--- src/rtl/id_ex_stage_if.sv ---
// Bundle of the IF/ID, regfile, writeback and EX-side signals of the decode stage.
// The slave modport is the stage itself; the master modport is its surroundings.
interface id_ex_stage_if #(
    parameter int DATA_WIDTH    = 64,
    parameter int ADDRESS_WIDTH = 5
);
    logic                     if_valid;
    logic                     if_ready;
    logic [31:0]              if_instr;
    logic [DATA_WIDTH-1:0]    if_pc;
    logic                     flush;

    logic [ADDRESS_WIDTH-1:0] ra1;
    logic [ADDRESS_WIDTH-1:0] ra2;
    logic [DATA_WIDTH-1:0]    rd1;
    logic [DATA_WIDTH-1:0]    rd2;

    logic                     wb_RegWrite;
    logic [ADDRESS_WIDTH-1:0] wb_wa;
    logic [DATA_WIDTH-1:0]    wb_wd;

    logic                     ex_ready;
    logic                     ex_valid;
    logic [DATA_WIDTH-1:0]    ex_pc;
    logic [DATA_WIDTH-1:0]    ex_rs1_data;
    logic [DATA_WIDTH-1:0]    ex_rs2_data;
    logic [DATA_WIDTH-1:0]    ex_imm;
    logic [ADDRESS_WIDTH-1:0] ex_rd;
    logic [6:0]               ex_opcode;
    logic [2:0]               ex_funct3;
    logic                     ex_funct7_5;
    logic                     ex_reg_write;
    logic                     ex_mem_read;
    logic                     ex_mem_write;
    logic                     ex_alu_src;
    logic                     ex_branch;
    logic                     ex_jump;

    modport master (
        output if_valid, if_instr, if_pc, flush,
        output rd1, rd2,
        output wb_RegWrite, wb_wa, wb_wd,
        output ex_ready,
        input  if_ready, ra1, ra2,
        input  ex_valid, ex_pc, ex_rs1_data, ex_rs2_data, ex_imm, ex_rd,
        input  ex_opcode, ex_funct3, ex_funct7_5,
        input  ex_reg_write, ex_mem_read, ex_mem_write, ex_alu_src, ex_branch, ex_jump
    );

    modport slave (
        input  if_valid, if_instr, if_pc, flush,
        input  rd1, rd2,
        input  wb_RegWrite, wb_wa, wb_wd,
        input  ex_ready,
        output if_ready, ra1, ra2,
        output ex_valid, ex_pc, ex_rs1_data, ex_rs2_data, ex_imm, ex_rd,
        output ex_opcode, ex_funct3, ex_funct7_5,
        output ex_reg_write, ex_mem_read, ex_mem_write, ex_alu_src, ex_branch, ex_jump
    );
endinterface

--- src/rtl/id_ex_stage.sv ---
// RV64I decode stage and ID/EX pipeline register with writeback bypass,
// load-use bubble insertion, EX back-pressure hold and flush.
module id_ex_stage #(
    parameter int DATA_WIDTH    = 64,
    parameter int ADDRESS_WIDTH = 5
) (
    input  logic         clk,
    input  logic         reset,
    id_ex_stage_if.slave bus
);
    localparam logic [6:0] OP_LOAD   = 7'b0000011;
    localparam logic [6:0] OP_IMM    = 7'b0010011;
    localparam logic [6:0] OP_IMM32  = 7'b0011011;
    localparam logic [6:0] OP_AUIPC  = 7'b0010111;
    localparam logic [6:0] OP_STORE  = 7'b0100011;
    localparam logic [6:0] OP_REG    = 7'b0110011;
    localparam logic [6:0] OP_REG32  = 7'b0111011;
    localparam logic [6:0] OP_LUI    = 7'b0110111;
    localparam logic [6:0] OP_BRANCH = 7'b1100011;
    localparam logic [6:0] OP_JALR   = 7'b1100111;
    localparam logic [6:0] OP_JAL    = 7'b1101111;

    logic [31:0]              instr;
    logic [6:0]               opcode;
    logic [ADDRESS_WIDTH-1:0] rd;
    logic [ADDRESS_WIDTH-1:0] rs1;
    logic [ADDRESS_WIDTH-1:0] rs2;
    logic [2:0]               funct3;
    logic                     funct7_5;

    assign instr    = bus.if_instr;
    assign opcode   = instr[6:0];
    assign rd       = ADDRESS_WIDTH'(instr[11:7]);
    assign funct3   = instr[14:12];
    assign rs1      = ADDRESS_WIDTH'(instr[19:15]);
    assign rs2      = ADDRESS_WIDTH'(instr[24:20]);
    assign funct7_5 = instr[30];

    assign bus.ra1 = rs1;
    assign bus.ra2 = rs2;

    logic [DATA_WIDTH-1:0] imm_i;
    logic [DATA_WIDTH-1:0] imm_s;
    logic [DATA_WIDTH-1:0] imm_b;
    logic [DATA_WIDTH-1:0] imm_u;
    logic [DATA_WIDTH-1:0] imm_j;

    assign imm_i = {{(DATA_WIDTH-12){instr[31]}}, instr[31:20]};
    assign imm_s = {{(DATA_WIDTH-12){instr[31]}}, instr[31:25], instr[11:7]};
    assign imm_b = {{(DATA_WIDTH-13){instr[31]}}, instr[31], instr[7], instr[30:25],
                    instr[11:8], 1'b0};
    assign imm_u = {{(DATA_WIDTH-32){instr[31]}}, instr[31:12], 12'b0};
    assign imm_j = {{(DATA_WIDTH-21){instr[31]}}, instr[31], instr[19:12], instr[20],
                    instr[30:21], 1'b0};

    logic [DATA_WIDTH-1:0] imm;
    logic                  dec_reg_write;
    logic                  dec_mem_read;
    logic                  dec_mem_write;
    logic                  dec_alu_src;
    logic                  dec_branch;
    logic                  dec_jump;
    logic                  use_rs1;
    logic                  use_rs2;

    always_comb begin
        imm           = '0;
        dec_reg_write = 1'b0;
        dec_mem_read  = 1'b0;
        dec_mem_write = 1'b0;
        dec_alu_src   = 1'b0;
        dec_branch    = 1'b0;
        dec_jump      = 1'b0;
        use_rs1       = 1'b1;
        use_rs2       = 1'b0;
        case (opcode)
            OP_LOAD: begin
                imm           = imm_i;
                dec_reg_write = 1'b1;
                dec_mem_read  = 1'b1;
                dec_alu_src   = 1'b1;
            end
            OP_IMM, OP_IMM32: begin
                imm           = imm_i;
                dec_reg_write = 1'b1;
                dec_alu_src   = 1'b1;
            end
            OP_JALR: begin
                imm           = imm_i;
                dec_reg_write = 1'b1;
                dec_alu_src   = 1'b1;
                dec_jump      = 1'b1;
            end
            OP_STORE: begin
                imm           = imm_s;
                dec_mem_write = 1'b1;
                dec_alu_src   = 1'b1;
                use_rs2       = 1'b1;
            end
            OP_BRANCH: begin
                imm           = imm_b;
                dec_branch    = 1'b1;
                use_rs2       = 1'b1;
            end
            OP_LUI, OP_AUIPC: begin
                imm           = imm_u;
                dec_reg_write = 1'b1;
                dec_alu_src   = 1'b1;
                use_rs1       = 1'b0;
            end
            OP_JAL: begin
                imm           = imm_j;
                dec_reg_write = 1'b1;
                dec_alu_src   = 1'b1;
                dec_jump      = 1'b1;
                use_rs1       = 1'b0;
            end
            OP_REG, OP_REG32: begin
                dec_reg_write = 1'b1;
                use_rs2       = 1'b1;
            end
            default: begin
                imm = '0;
            end
        endcase
        // Writes to x0 are architecturally discarded, so never flag them.
        if (rd == '0) begin
            dec_reg_write = 1'b0;
        end
    end

    // The regfile only shows a write on the following cycle, so bypass the writeback port.
    logic [DATA_WIDTH-1:0] rs1_data;
    logic [DATA_WIDTH-1:0] rs2_data;

    always_comb begin
        rs1_data = bus.rd1;
        if (rs1 == '0) begin
            rs1_data = '0;
        end else if (bus.wb_RegWrite && (bus.wb_wa == rs1)) begin
            rs1_data = bus.wb_wd;
        end
    end

    always_comb begin
        rs2_data = bus.rd2;
        if (rs2 == '0) begin
            rs2_data = '0;
        end else if (bus.wb_RegWrite && (bus.wb_wa == rs2)) begin
            rs2_data = bus.wb_wd;
        end
    end

    logic                     ex_valid;
    logic [DATA_WIDTH-1:0]    ex_pc;
    logic [DATA_WIDTH-1:0]    ex_rs1_data;
    logic [DATA_WIDTH-1:0]    ex_rs2_data;
    logic [DATA_WIDTH-1:0]    ex_imm;
    logic [ADDRESS_WIDTH-1:0] ex_rd;
    logic [6:0]               ex_opcode;
    logic [2:0]               ex_funct3;
    logic                     ex_funct7_5;
    logic                     ex_reg_write;
    logic                     ex_mem_read;
    logic                     ex_mem_write;
    logic                     ex_alu_src;
    logic                     ex_branch;
    logic                     ex_jump;

    logic hold;
    logic load_use;
    logic rs1_hit;
    logic rs2_hit;

    assign hold     = ex_valid && !bus.ex_ready;
    assign rs1_hit  = use_rs1 && (ex_rd == rs1);
    assign rs2_hit  = use_rs2 && (ex_rd == rs2);
    assign load_use = ex_valid && ex_mem_read && (ex_rd != '0) && (rs1_hit || rs2_hit)
                      && bus.if_valid;

    assign bus.if_ready = !reset && (bus.flush || (!hold && !load_use));

    always_ff @(posedge clk) begin
        if (reset) begin
            ex_valid     <= 1'b0;
            ex_pc        <= '0;
            ex_rs1_data  <= '0;
            ex_rs2_data  <= '0;
            ex_imm       <= '0;
            ex_rd        <= '0;
            ex_opcode    <= '0;
            ex_funct3    <= '0;
            ex_funct7_5  <= 1'b0;
            ex_reg_write <= 1'b0;
            ex_mem_read  <= 1'b0;
            ex_mem_write <= 1'b0;
            ex_alu_src   <= 1'b0;
            ex_branch    <= 1'b0;
            ex_jump      <= 1'b0;
        end else if (bus.flush || (!hold && load_use)) begin
            // Killed slot or bubble: clear every side-effecting control bit.
            ex_valid     <= 1'b0;
            ex_reg_write <= 1'b0;
            ex_mem_read  <= 1'b0;
            ex_mem_write <= 1'b0;
            ex_branch    <= 1'b0;
            ex_jump      <= 1'b0;
        end else if (!hold) begin
            ex_valid     <= bus.if_valid;
            ex_pc        <= bus.if_pc;
            ex_rs1_data  <= rs1_data;
            ex_rs2_data  <= rs2_data;
            ex_imm       <= imm;
            ex_rd        <= rd;
            ex_opcode    <= opcode;
            ex_funct3    <= funct3;
            ex_funct7_5  <= funct7_5;
            ex_reg_write <= dec_reg_write && bus.if_valid;
            ex_mem_read  <= dec_mem_read && bus.if_valid;
            ex_mem_write <= dec_mem_write && bus.if_valid;
            ex_alu_src   <= dec_alu_src;
            ex_branch    <= dec_branch && bus.if_valid;
            ex_jump      <= dec_jump && bus.if_valid;
        end
    end

    assign bus.ex_valid     = ex_valid;
    assign bus.ex_pc        = ex_pc;
    assign bus.ex_rs1_data  = ex_rs1_data;
    assign bus.ex_rs2_data  = ex_rs2_data;
    assign bus.ex_imm       = ex_imm;
    assign bus.ex_rd        = ex_rd;
    assign bus.ex_opcode    = ex_opcode;
    assign bus.ex_funct3    = ex_funct3;
    assign bus.ex_funct7_5  = ex_funct7_5;
    assign bus.ex_reg_write = ex_reg_write;
    assign bus.ex_mem_read  = ex_mem_read;
    assign bus.ex_mem_write = ex_mem_write;
    assign bus.ex_alu_src   = ex_alu_src;
    assign bus.ex_branch    = ex_branch;
    assign bus.ex_jump      = ex_jump;
endmodule

--- src/flat_wrapper.sv ---
// flat-port wrapper written by rule: the top's interface ports become plain ports
module id_ex_stage_flat 
#(
    parameter int DATA_WIDTH    = 64,
    parameter int ADDRESS_WIDTH = 5
)
  (clk, reset, bus_if_valid, bus_if_instr, bus_if_pc, bus_flush, bus_rd1, bus_rd2, bus_wb_RegWrite, bus_wb_wa, bus_wb_wd, bus_ex_ready, bus_if_ready, bus_ra1, bus_ra2, bus_ex_valid, bus_ex_pc, bus_ex_rs1_data, bus_ex_rs2_data, bus_ex_imm, bus_ex_rd, bus_ex_opcode, bus_ex_funct3, bus_ex_funct7_5, bus_ex_reg_write, bus_ex_mem_read, bus_ex_mem_write, bus_ex_alu_src, bus_ex_branch, bus_ex_jump);
  id_ex_stage_if #(.DATA_WIDTH(DATA_WIDTH), .ADDRESS_WIDTH(ADDRESS_WIDTH)) bus_i ();
  input  logic clk;
  input  logic reset;
  input wire logic [$bits(bus_i.if_valid)-1:0] bus_if_valid;
  input wire logic [$bits(bus_i.if_instr)-1:0] bus_if_instr;
  input wire logic [$bits(bus_i.if_pc)-1:0] bus_if_pc;
  input wire logic [$bits(bus_i.flush)-1:0] bus_flush;
  input wire logic [$bits(bus_i.rd1)-1:0] bus_rd1;
  input wire logic [$bits(bus_i.rd2)-1:0] bus_rd2;
  input wire logic [$bits(bus_i.wb_RegWrite)-1:0] bus_wb_RegWrite;
  input wire logic [$bits(bus_i.wb_wa)-1:0] bus_wb_wa;
  input wire logic [$bits(bus_i.wb_wd)-1:0] bus_wb_wd;
  input wire logic [$bits(bus_i.ex_ready)-1:0] bus_ex_ready;
  output wire logic [$bits(bus_i.if_ready)-1:0] bus_if_ready;
  output wire logic [$bits(bus_i.ra1)-1:0] bus_ra1;
  output wire logic [$bits(bus_i.ra2)-1:0] bus_ra2;
  output wire logic [$bits(bus_i.ex_valid)-1:0] bus_ex_valid;
  output wire logic [$bits(bus_i.ex_pc)-1:0] bus_ex_pc;
  output wire logic [$bits(bus_i.ex_rs1_data)-1:0] bus_ex_rs1_data;
  output wire logic [$bits(bus_i.ex_rs2_data)-1:0] bus_ex_rs2_data;
  output wire logic [$bits(bus_i.ex_imm)-1:0] bus_ex_imm;
  output wire logic [$bits(bus_i.ex_rd)-1:0] bus_ex_rd;
  output wire logic [$bits(bus_i.ex_opcode)-1:0] bus_ex_opcode;
  output wire logic [$bits(bus_i.ex_funct3)-1:0] bus_ex_funct3;
  output wire logic [$bits(bus_i.ex_funct7_5)-1:0] bus_ex_funct7_5;
  output wire logic [$bits(bus_i.ex_reg_write)-1:0] bus_ex_reg_write;
  output wire logic [$bits(bus_i.ex_mem_read)-1:0] bus_ex_mem_read;
  output wire logic [$bits(bus_i.ex_mem_write)-1:0] bus_ex_mem_write;
  output wire logic [$bits(bus_i.ex_alu_src)-1:0] bus_ex_alu_src;
  output wire logic [$bits(bus_i.ex_branch)-1:0] bus_ex_branch;
  output wire logic [$bits(bus_i.ex_jump)-1:0] bus_ex_jump;
  assign bus_i.if_valid = bus_if_valid;
  assign bus_i.if_instr = bus_if_instr;
  assign bus_i.if_pc = bus_if_pc;
  assign bus_i.flush = bus_flush;
  assign bus_i.rd1 = bus_rd1;
  assign bus_i.rd2 = bus_rd2;
  assign bus_i.wb_RegWrite = bus_wb_RegWrite;
  assign bus_i.wb_wa = bus_wb_wa;
  assign bus_i.wb_wd = bus_wb_wd;
  assign bus_i.ex_ready = bus_ex_ready;
  assign bus_if_ready = bus_i.if_ready;
  assign bus_ra1 = bus_i.ra1;
  assign bus_ra2 = bus_i.ra2;
  assign bus_ex_valid = bus_i.ex_valid;
  assign bus_ex_pc = bus_i.ex_pc;
  assign bus_ex_rs1_data = bus_i.ex_rs1_data;
  assign bus_ex_rs2_data = bus_i.ex_rs2_data;
  assign bus_ex_imm = bus_i.ex_imm;
  assign bus_ex_rd = bus_i.ex_rd;
  assign bus_ex_opcode = bus_i.ex_opcode;
  assign bus_ex_funct3 = bus_i.ex_funct3;
  assign bus_ex_funct7_5 = bus_i.ex_funct7_5;
  assign bus_ex_reg_write = bus_i.ex_reg_write;
  assign bus_ex_mem_read = bus_i.ex_mem_read;
  assign bus_ex_mem_write = bus_i.ex_mem_write;
  assign bus_ex_alu_src = bus_i.ex_alu_src;
  assign bus_ex_branch = bus_i.ex_branch;
  assign bus_ex_jump = bus_i.ex_jump;
  id_ex_stage #(.DATA_WIDTH(DATA_WIDTH), .ADDRESS_WIDTH(ADDRESS_WIDTH)) u_core (.clk(clk), .reset(reset), .bus(bus_i));
endmodule
--- config.mk ---
export PLATFORM = sky130hd
export DESIGN_NAME = id_ex_stage_flat
export DESIGN_NICKNAME = d
export VERILOG_FILES = /design/src/rtl/id_ex_stage_if.sv /design/src/rtl/id_ex_stage.sv /design/src/flat_wrapper.sv
export SDC_FILE = /design/constraint.sdc
export NUM_CORES = 1
export LEC_CHECK = 0
export CORE_AREA = 3 3 226 228
export CTS_CLUSTER_SIZE = 20
export DETAILED_ROUTE_END_ITERATION = 12
export DIE_AREA = 0 0 229 231
export PLACE_DENSITY = 0.64
export SETUP_SLACK_MARGIN = 0.05
export SYNTH_ARGS = -nofsm -noshare
export SYNTH_HDL_FRONTEND = slang
export SYNTH_SLANG_ARGS = --single-unit
--- constraint.sdc ---
create_clock -name clk -period 5.9 [get_ports clk]
set_input_delay 1.18 -clock clk [delete_from_list [all_inputs] [get_ports clk]]
set_output_delay 1.18 -clock clk [all_outputs]
set_load 0.02 [all_outputs]
==> metrics.md, run 1 <==
| Metric | Value |
|---|---|
| Synth Warn # | 0 |
| Pre-antenna DRT Iters | 6 |
| Final hold vios | 0 |
| Port Buf Inserts | 588 |
| Hold Crit Endpoint | u_core.bus.ex_imm[21] |
| Syn_nets | 1851 |
| Multi-input gate area | 7280 um^2 |
| H-tree levels | 1 |
| Total power | 0.00531 W |
| Hold Crit Class | register to register |
| Vias in the first global route | 13.3k |
| Yosys top cell by area | dfxtp_1 |
| RR Startpoint | u_core.bus.ex_rd[2] |
| Number of synthesized flops with an enable pin | 0 |
| Top_reg_cell synth | dfxtp_1 |
| Peak supply drop | 0.203 mV |
| Post-DP HPWL | 40.2 mm |
| Register bit total from synthesis | 247 |
| Final worst-path cycle share | 88.4% |
| Average routed wire per standard cell | 20.6 um |
| Int Pwr | 0.00388 W |
| Max_slew headroom | 18.7% |
| Clock slew at reported path FFs | 0.06 ns |
| Layout cell share with drive strength beyond 1 | 11.1% |
| Combinational power share | 20.6% |
| Avg Inst Size Synth | 8.51 um^2 |
| CP arrival | 4.04 ns |
| Hold Crit Start | u_core.bus.ex_imm[21] |
| Fmax | 192 MHz |
| Worst path most repeated cell | clkdlybuf4s50_1 |
| Core Area | 49100 um^2 |
| First-pass GRT wire length | 82.2 mm |
| Fin nets | 2316 |
| Initial Util | 26.9% |
| Critical path's largest stage delay | 0.72 ns |
| Number of I/O pins | 589 |
| Synth top area cells | dfxtp_1 (37%), mux2i_1 (8.6%), mux2_2 (7.0%) |
| Routed via count | 13.3k |
| Top Family by Delay on Critical Path | buffers and inverters |
| Sequential element share of the synthesized area | 37.4% |
| 1st-iter DRT viols | 843 |
| CTS tree | built |
| Antenna violations before repair | 1 |
| Worst-margin pin slew | 1.21 ns |
| RD Place Congestion | 0.887 |
| Area Growth Syn to Fin | 55.8% |
| # setup viols final | 0 |
| Post-synth top area share | 37.4% |
| Worst Setup Path Type | input pin to output pin |
| Startpoint types | input pin |
| Clk sink count | 247 |
| Largest net degree at the start of global routing | 119 |
| Clock Path Buffers | 3 |
| Synthesized area | 13200 um^2 |
| Placement Cell Area | 19300 um^2 |
| Fin. max-slew vios | 0 |
| Max-cap viol count | 0 |
| Drt drc | 0 |
| CP required | 4.72 ns |
| Die width | 229 um |
| Hold buffer count at cts | 0 |
| Clock skew | 0.0222 ns |
| Die area | 52900 um^2 |
| Clock Power Share | 45.0% |
| Critical Path Fanout Max | 14 |
| Fillers | 4874 |
| Sw Pwr | 0.00143 W |
| Die Y-Extent | 231 um |
| CP max-delay cell | clkdlybuf4s50_1 |
| Cells on worst reg2reg path | 6 |
| WL final | 55.8 mm |
| Buf+Inv Stages, Crit Path | 2 |
| PD cells | 258 nW/um^2 |
| Sequential fraction of design power | 34.4% |
| Final TNS setup | 0 ns |
| Syn Inst Count | 1552 |
| CP endpoint kind | output pin |
| Post-CTS setup repair buffer count | 0 |
| FF-to-FF End | u_core.bus.ex_rs2_data[63] |
| Worst skew pair latency | 0.58 ns |
| Net Sw Frac | 26.9% |
| Worst reg2reg setup slack | 2.86 ns |
| Worst Hold Path Cells | 2 |
| Post_cts resized | 0 |
| Post-route cell area | 20600 um^2 |
| Critical-path cell list | clkdlybuf4s50_1 -> or3b_1 -> a21oi_4 -> or4b_1 -> a31oi_1 -> nor2_1 -> clkdlybuf4s50_1 |
| TritonCTS Buffers | 31 |
| Root Buffer | clkbuf_16 |
| Post-route ant nets | 0 |
| Site Rows | 81 |
| GRT Overall Usage | 19.6% |
| Register area | 4940 um^2 |
| GRT overflow | 0 |
| Status | finished clean |
| Tmin final | 5.22 ns |
| Ys async rst share | 0% |
| Post-DR vias/cell | 4.93 |
| P_leak | 7.78 nW |
| RSZ-0062 raised after global routing | false |
| Netlist cell types | 50 |
## worst max-delay path by stage
stage	start	to	slack [ns]	depth (start not counted)
global route	bus_if_instr[4]	bus_if_ready	0.55	7
floorplan	bus_if_instr[6]	bus_if_ready	2.29	6
CTS	bus_if_instr[4]	bus_if_ready	0.71	7
detailed placement	bus_if_instr[4]	bus_if_ready	0.73	7
finish	bus_if_instr[4]	bus_if_ready	0.68	7
global placement	bus_if_instr[4]	bus_if_ready	0.79	7
## metrics by stage
step | utilization (%) | std cells | worst slack, ns | hold slack, ns
after floorplan | - | 1552 | 2.29 | 0.533
after global placement | 39.3 | 2648 | 0.788 | 0.441
after detailed placement | 39.3 | 2648 | 0.732 | 0.448
after CTS | 41.9 | 2706 | 0.711 | 0.461
after global routing | 41.9 | 2707 | 0.550 | 0.472
final | 41.9 | 2707 | 0.683 | 0.458
## placed cells by master (no fill, tap or decap), drive strengths merged, types with 2 or more instances in the layout
cell type / instances
clkinvlp: 3
nor3: 9
clkbuf: 35
buf: 29
a21oi: 135
mux2i: 113
dfxtp: 247
or3: 2
nand3: 140
a31oi: 2
xor2: 7
inv: 17
xnor2: 13
nor4: 8
bufinv: 13
nand2b: 2
nand4: 4
o32ai: 5
nor2: 6
a211oi: 2
nor4b: 2
a21o: 9
clkdlybuf4s50: 587
or4: 3
nor2b: 130
and4: 2
mux2: 128
and2: 10
nand2: 211
o21ai: 143
clkinv: 4
nand4b: 5
## power groups by stage
| stage | logic, W | registers (W) | clock network [W] |
|---|---|---|---|
| floorplan | 0.000412 | 0.00197 | 0 |
| global placement | 0.00108 | 0.00186 | 0 |
| detailed placement | 0.00109 | 0.00186 | 0 |
| CTS | 0.00109 | 0.00183 | 0.00244 |
| global route | 0.00116 | 0.00184 | 0.00249 |
| finish | 0.00109 | 0.00183 | 0.00239 |
## cell type report
cell class,instances,share of cell area [%]
flip-flops and latches,247,24.0
inverters,14,0.280
clock inverters,23,2.25
clock buffers,35,3.99
repair buffers,616,30.0
multi-input cells,1107,35.4
well taps,664,4.04
diodes,1,0.0122
## synth_stat cells (2+ instances only)
cell type and instances:
a211oi_1 2, a21o_1 9, a21oi_1 134, a31oi_1 2, and2_1 10, and4_1 2
buf_1 12, buf_2 13, buf_4 52, buf_6 8, clkbuf_1 99, dfxtp_1 247
inv_1 14, mux2_2 82, mux2_4 46, mux2i_1 113, nand2_1 211, nand2b_1 2
nand3_1 140, nand4_1 4, nand4b_1 5, nor2_1 6, nor2b_1 130, nor3_1 9
nor4_1 8, nor4b_1 2, o21ai_0 141, o21ai_1 2, o32ai_1 5, or3_1 2
or4_1 3, xnor2_1 13, xor2_1 7
## registers in the layout (all words and copies together) (netlist names), 3 cells and up
name                    count
u_core.bus.ex_funct3        3
u_core.bus.ex_pc           64
u_core.bus.ex_imm          32
u_core.bus.ex_rs1_data     64
u_core.bus.ex_opcode        7
u_core.bus.ex_rs2_data     64
u_core.bus.ex_rd            5
## layer usage
layer  vias up  wire, um  GRT usage (%)
li1       6254         -              -
met1      6259     22000           23.5
met2       711     25900           32.8
met3       115      5920           6.52
met4         0      1980           7.41
met5         -         0              0
## worst min-delay path, stage by stage, from the launching register on
cell and delay [ns]:
dfxtp_1 0.31, nand2_1 0.05, mux2i_1 0.05
## cells by family (layout without fill, tap and decap cells)
kind of cell,Yosys count,after routing,synth area share (%)
simple gates,539,539,20.3
buf+inv,198,688,7.68
mux,241,241,20.8
xor+xnor,20,20,1.33
other cells,0,1,0
flops,247,247,37.4
compound gates,307,307,12.5
Power figures use the tool's default switching activity.
==> inputs of run 2 (changes only) <==
--- a/config.mk
+++ b/config.mk
@@ -12,4 +12,5 @@
 export PLACE_DENSITY = 0.64
 export SETUP_SLACK_MARGIN = 0.05
+export SLEW_MARGIN = 15
 export SYNTH_ARGS = -nofsm -noshare
 export SYNTH_HDL_FRONTEND = slang
==> constraint.sdc (replaced) <==
create_clock -name clk -period 5.9 [get_ports clk]
set_input_delay 1.18 -clock clk [delete_from_list [all_inputs] [get_ports clk]]
set_output_delay 1.18 -clock clk [all_outputs]
set_load 0.05 [all_outputs]
==> run 2 against run 1 <==
Compared with the run above: combinational power up 21%; sequential power about the same; global-route usage about the same; clock-buffer cell count up 10; utilization down 0.65 points; non-clock buffer count down 7; largest cell class unchanged; largest power group unchanged.
==> metrics.md, run 2 (same netlist as run 1, synthesis figures left out) <==
| Metric | Value |
|---|---|
| 1st-iter DRT viols | 817 |
| Clk sink count | 247 |
| Buf+Inv Stages, Crit Path | 2 |
| Number of I/O pins | 589 |
| Fillers | 4946 |
| GRT overflow | 0 |
| Critical Path Fanout Max | 14 |
| Initial Util | 26.9% |
| Antenna violations before repair | 2 |
| Post-DR vias/cell | 4.94 |
| RSZ-0062 raised after global routing | false |
| Clock skew | 0.0161 ns |
| TritonCTS Buffers | 31 |
| Fmax | 186 MHz |
| RD Place Congestion | 0.918 |
| GRT Overall Usage | 19.6% |
| Drt drc | 0 |
| Fin. max-slew vios | 0 |
| Clock slew at reported path FFs | 0.06 ns |
| WL final | 55.4 mm |
| Leading cell type in the layout, fill and taps excluded | clkdlybuf4s50_1 |
| First-pass GRT wire length | 82.0 mm |
| Site Rows | 81 |
| Hold WS | 0.456 ns |
| Max_slew headroom | 30.0% |
| Core Area | 49100 um^2 |
| P_leak | 7.63 nW |
| Die area | 52900 um^2 |
| Vias in the first global route | 13.3k |
| Critical path's largest stage delay | 0.87 ns |
| Peak supply drop | 0.216 mV |
| Hold buffer count at cts | 0 |
| Post-CTS setup repair buffer count | 0 |
| CP endpoint kind | output pin |
| Sequential fraction of design power | 36.0% |
| Area Growth Syn to Fin | 53.4% |
| Clock Power Share | 37.9% |
| Fin nets | 2309 |
| Net Sw Frac | 32.0% |
| Die Y-Extent | 231 um |
| Layout cell share with drive strength beyond 1 | 10.5% |
| Final hold vios | 0 |
| Post_cts resized | 0 |
| Worst path most repeated cell | clkdlybuf4s50_1 |
| Port Buf Inserts | 588 |
| Int Pwr | 0.00345 W |
| Average routed wire per standard cell | 20.6 um |
| Die width | 229 um |
| Most frequent cells in the layout | clkdlybuf4s50_1 (587), dfxtp_1 (247), nand2_1 (209) |
| # setup viols final | 0 |
| Largest net degree at the start of global routing | 226 |
| Routed via count | 13.3k |
| Status | finished clean |
| Worst-margin pin slew | 1.05 ns |
| Top flop regs | u_core.bus.ex_pc: 64 flops, u_core.bus.ex_rs1_data: 64 flops, u_core.bus.ex_rs2_data: 64 flops |
| CP max-delay cell | clkdlybuf4s50_1 |
| H-tree levels | 1 |
| Hold Crit Class | register to register |
| Clock Path Buffers | 3 |
| Sw Pwr | 0.00162 W |
| Final worst-path cycle share | 91.3% |
| Worst skew pair latency | 0.57 ns |
| Root Buffer | clkbuf_16 |
| Top Family by Delay on Critical Path | buffers and inverters |
| CP required | 4.72 ns |
| Ant diodes | 0 |
| CP arrival | 4.21 ns |
| Max-cap viol count | 0 |
| Post-DP HPWL | 39.4 mm |
| Combinational power share | 26.1% |
| Critical-path cell list | clkdlybuf4s50_1 -> or3b_1 -> a21oi_4 -> or4b_1 -> a31oi_1 -> nor2_1 -> clkdlybuf4s50_1 |
| Final TNS setup | 0 ns |
| Pre-antenna DRT Iters | 5 |
| Startpoint types | input pin |
| Tmin final | 5.39 ns |
| CTS tree | built |
| PD cells | 250 nW/um^2 |
| Post-route ant nets | 0 |
| Worst Setup Path Type | input pin to output pin |
-- run 2: cell types whose count changed in the layout (fill, tap and decap cells not counted), sizes merged --
cell,previous run,this run
buf,29,22
bufinv,13,2
clkbuf,35,45
clkinv,4,6
clkinvlp,3,2
diode,1,0
inv,17,14
-- run 2: final timing paths --
| path | slack (ns) | depth (start not counted) | end | startpoint |
|---|---|---|---|---|
| setup / recovery | 0.51 | 7 | bus_if_ready | bus_if_instr[4] |
| setup reg to reg | 2.87 | 6 | u_core.bus.ex_rs1_data[62] | u_core.bus.ex_rd[1] |
| hold reg to reg | 0.46 | 2 | u_core.bus.ex_pc[63] | u_core.bus.ex_pc[63] |
| hold / removal | 0.46 | 2 | u_core.bus.ex_pc[63] | u_core.bus.ex_pc[63] |
-- run 2: area by class of cell --
cell class / instances / area [um^2] / share of cell area, %
repair buffers: 609 / 6120 / 30.2
well taps: 664 / 831 / 4.10
clock inverters: 10 / 109 / 0.537
inverters: 14 / 57.6 / 0.284
flip-flops and latches: 247 / 4940 / 24.4
clock buffers: 45 / 908 / 4.48
multi-input cells: 1107 / 7290 / 36.0
-- run 2: stage by stage --
stage                     utilization (%)  cells  power [W]  setup slack [ns]  area [um^2]
after global placement               39.2   2641    0.00317             0.661        19200
after global routing                 41.3   2696    0.00526             0.438        20300
after CTS                            41.3   2696    0.00514             0.594        20300
after detailed placement             39.2   2641    0.00318             0.618        19200
after floorplan                         -   1552    0.00262              1.92        13200
final                                41.3   2696    0.00507             0.512        20300
-- run 2: worst reg2reg max path, stage by stage (launching register included) --
cell and delay, ns:
dfxtp_1 0.56, or4_1 0.20, o2111ai_2 0.17, or4b_1 0.67
nand4b_1 0.31, buf_12 0.41, mux2_2 0.58
-- run 2: routing by layer --
metal / routed length [um] / up-vias / track usage (%)
li1: - / 6227 / -
met1: 21500 / 6259 / 22.8
met2: 25500 / 687 / 32.3
met3: 5980 / 132 / 7.32
met4: 2410 / 4 / 8.47
met5: 26 / - / 0
-- run 2: power groups by stage --
stage	combinational, W	sequential, W	clock, W
after floorplan	0.000427	0.00219	0
after global placement	0.00131	0.00186	0
after detailed placement	0.00132	0.00186	0
after CTS	0.00132	0.00183	0.00199
after global routing	0.00139	0.00184	0.00204
final	0.00132	0.00183	0.00192
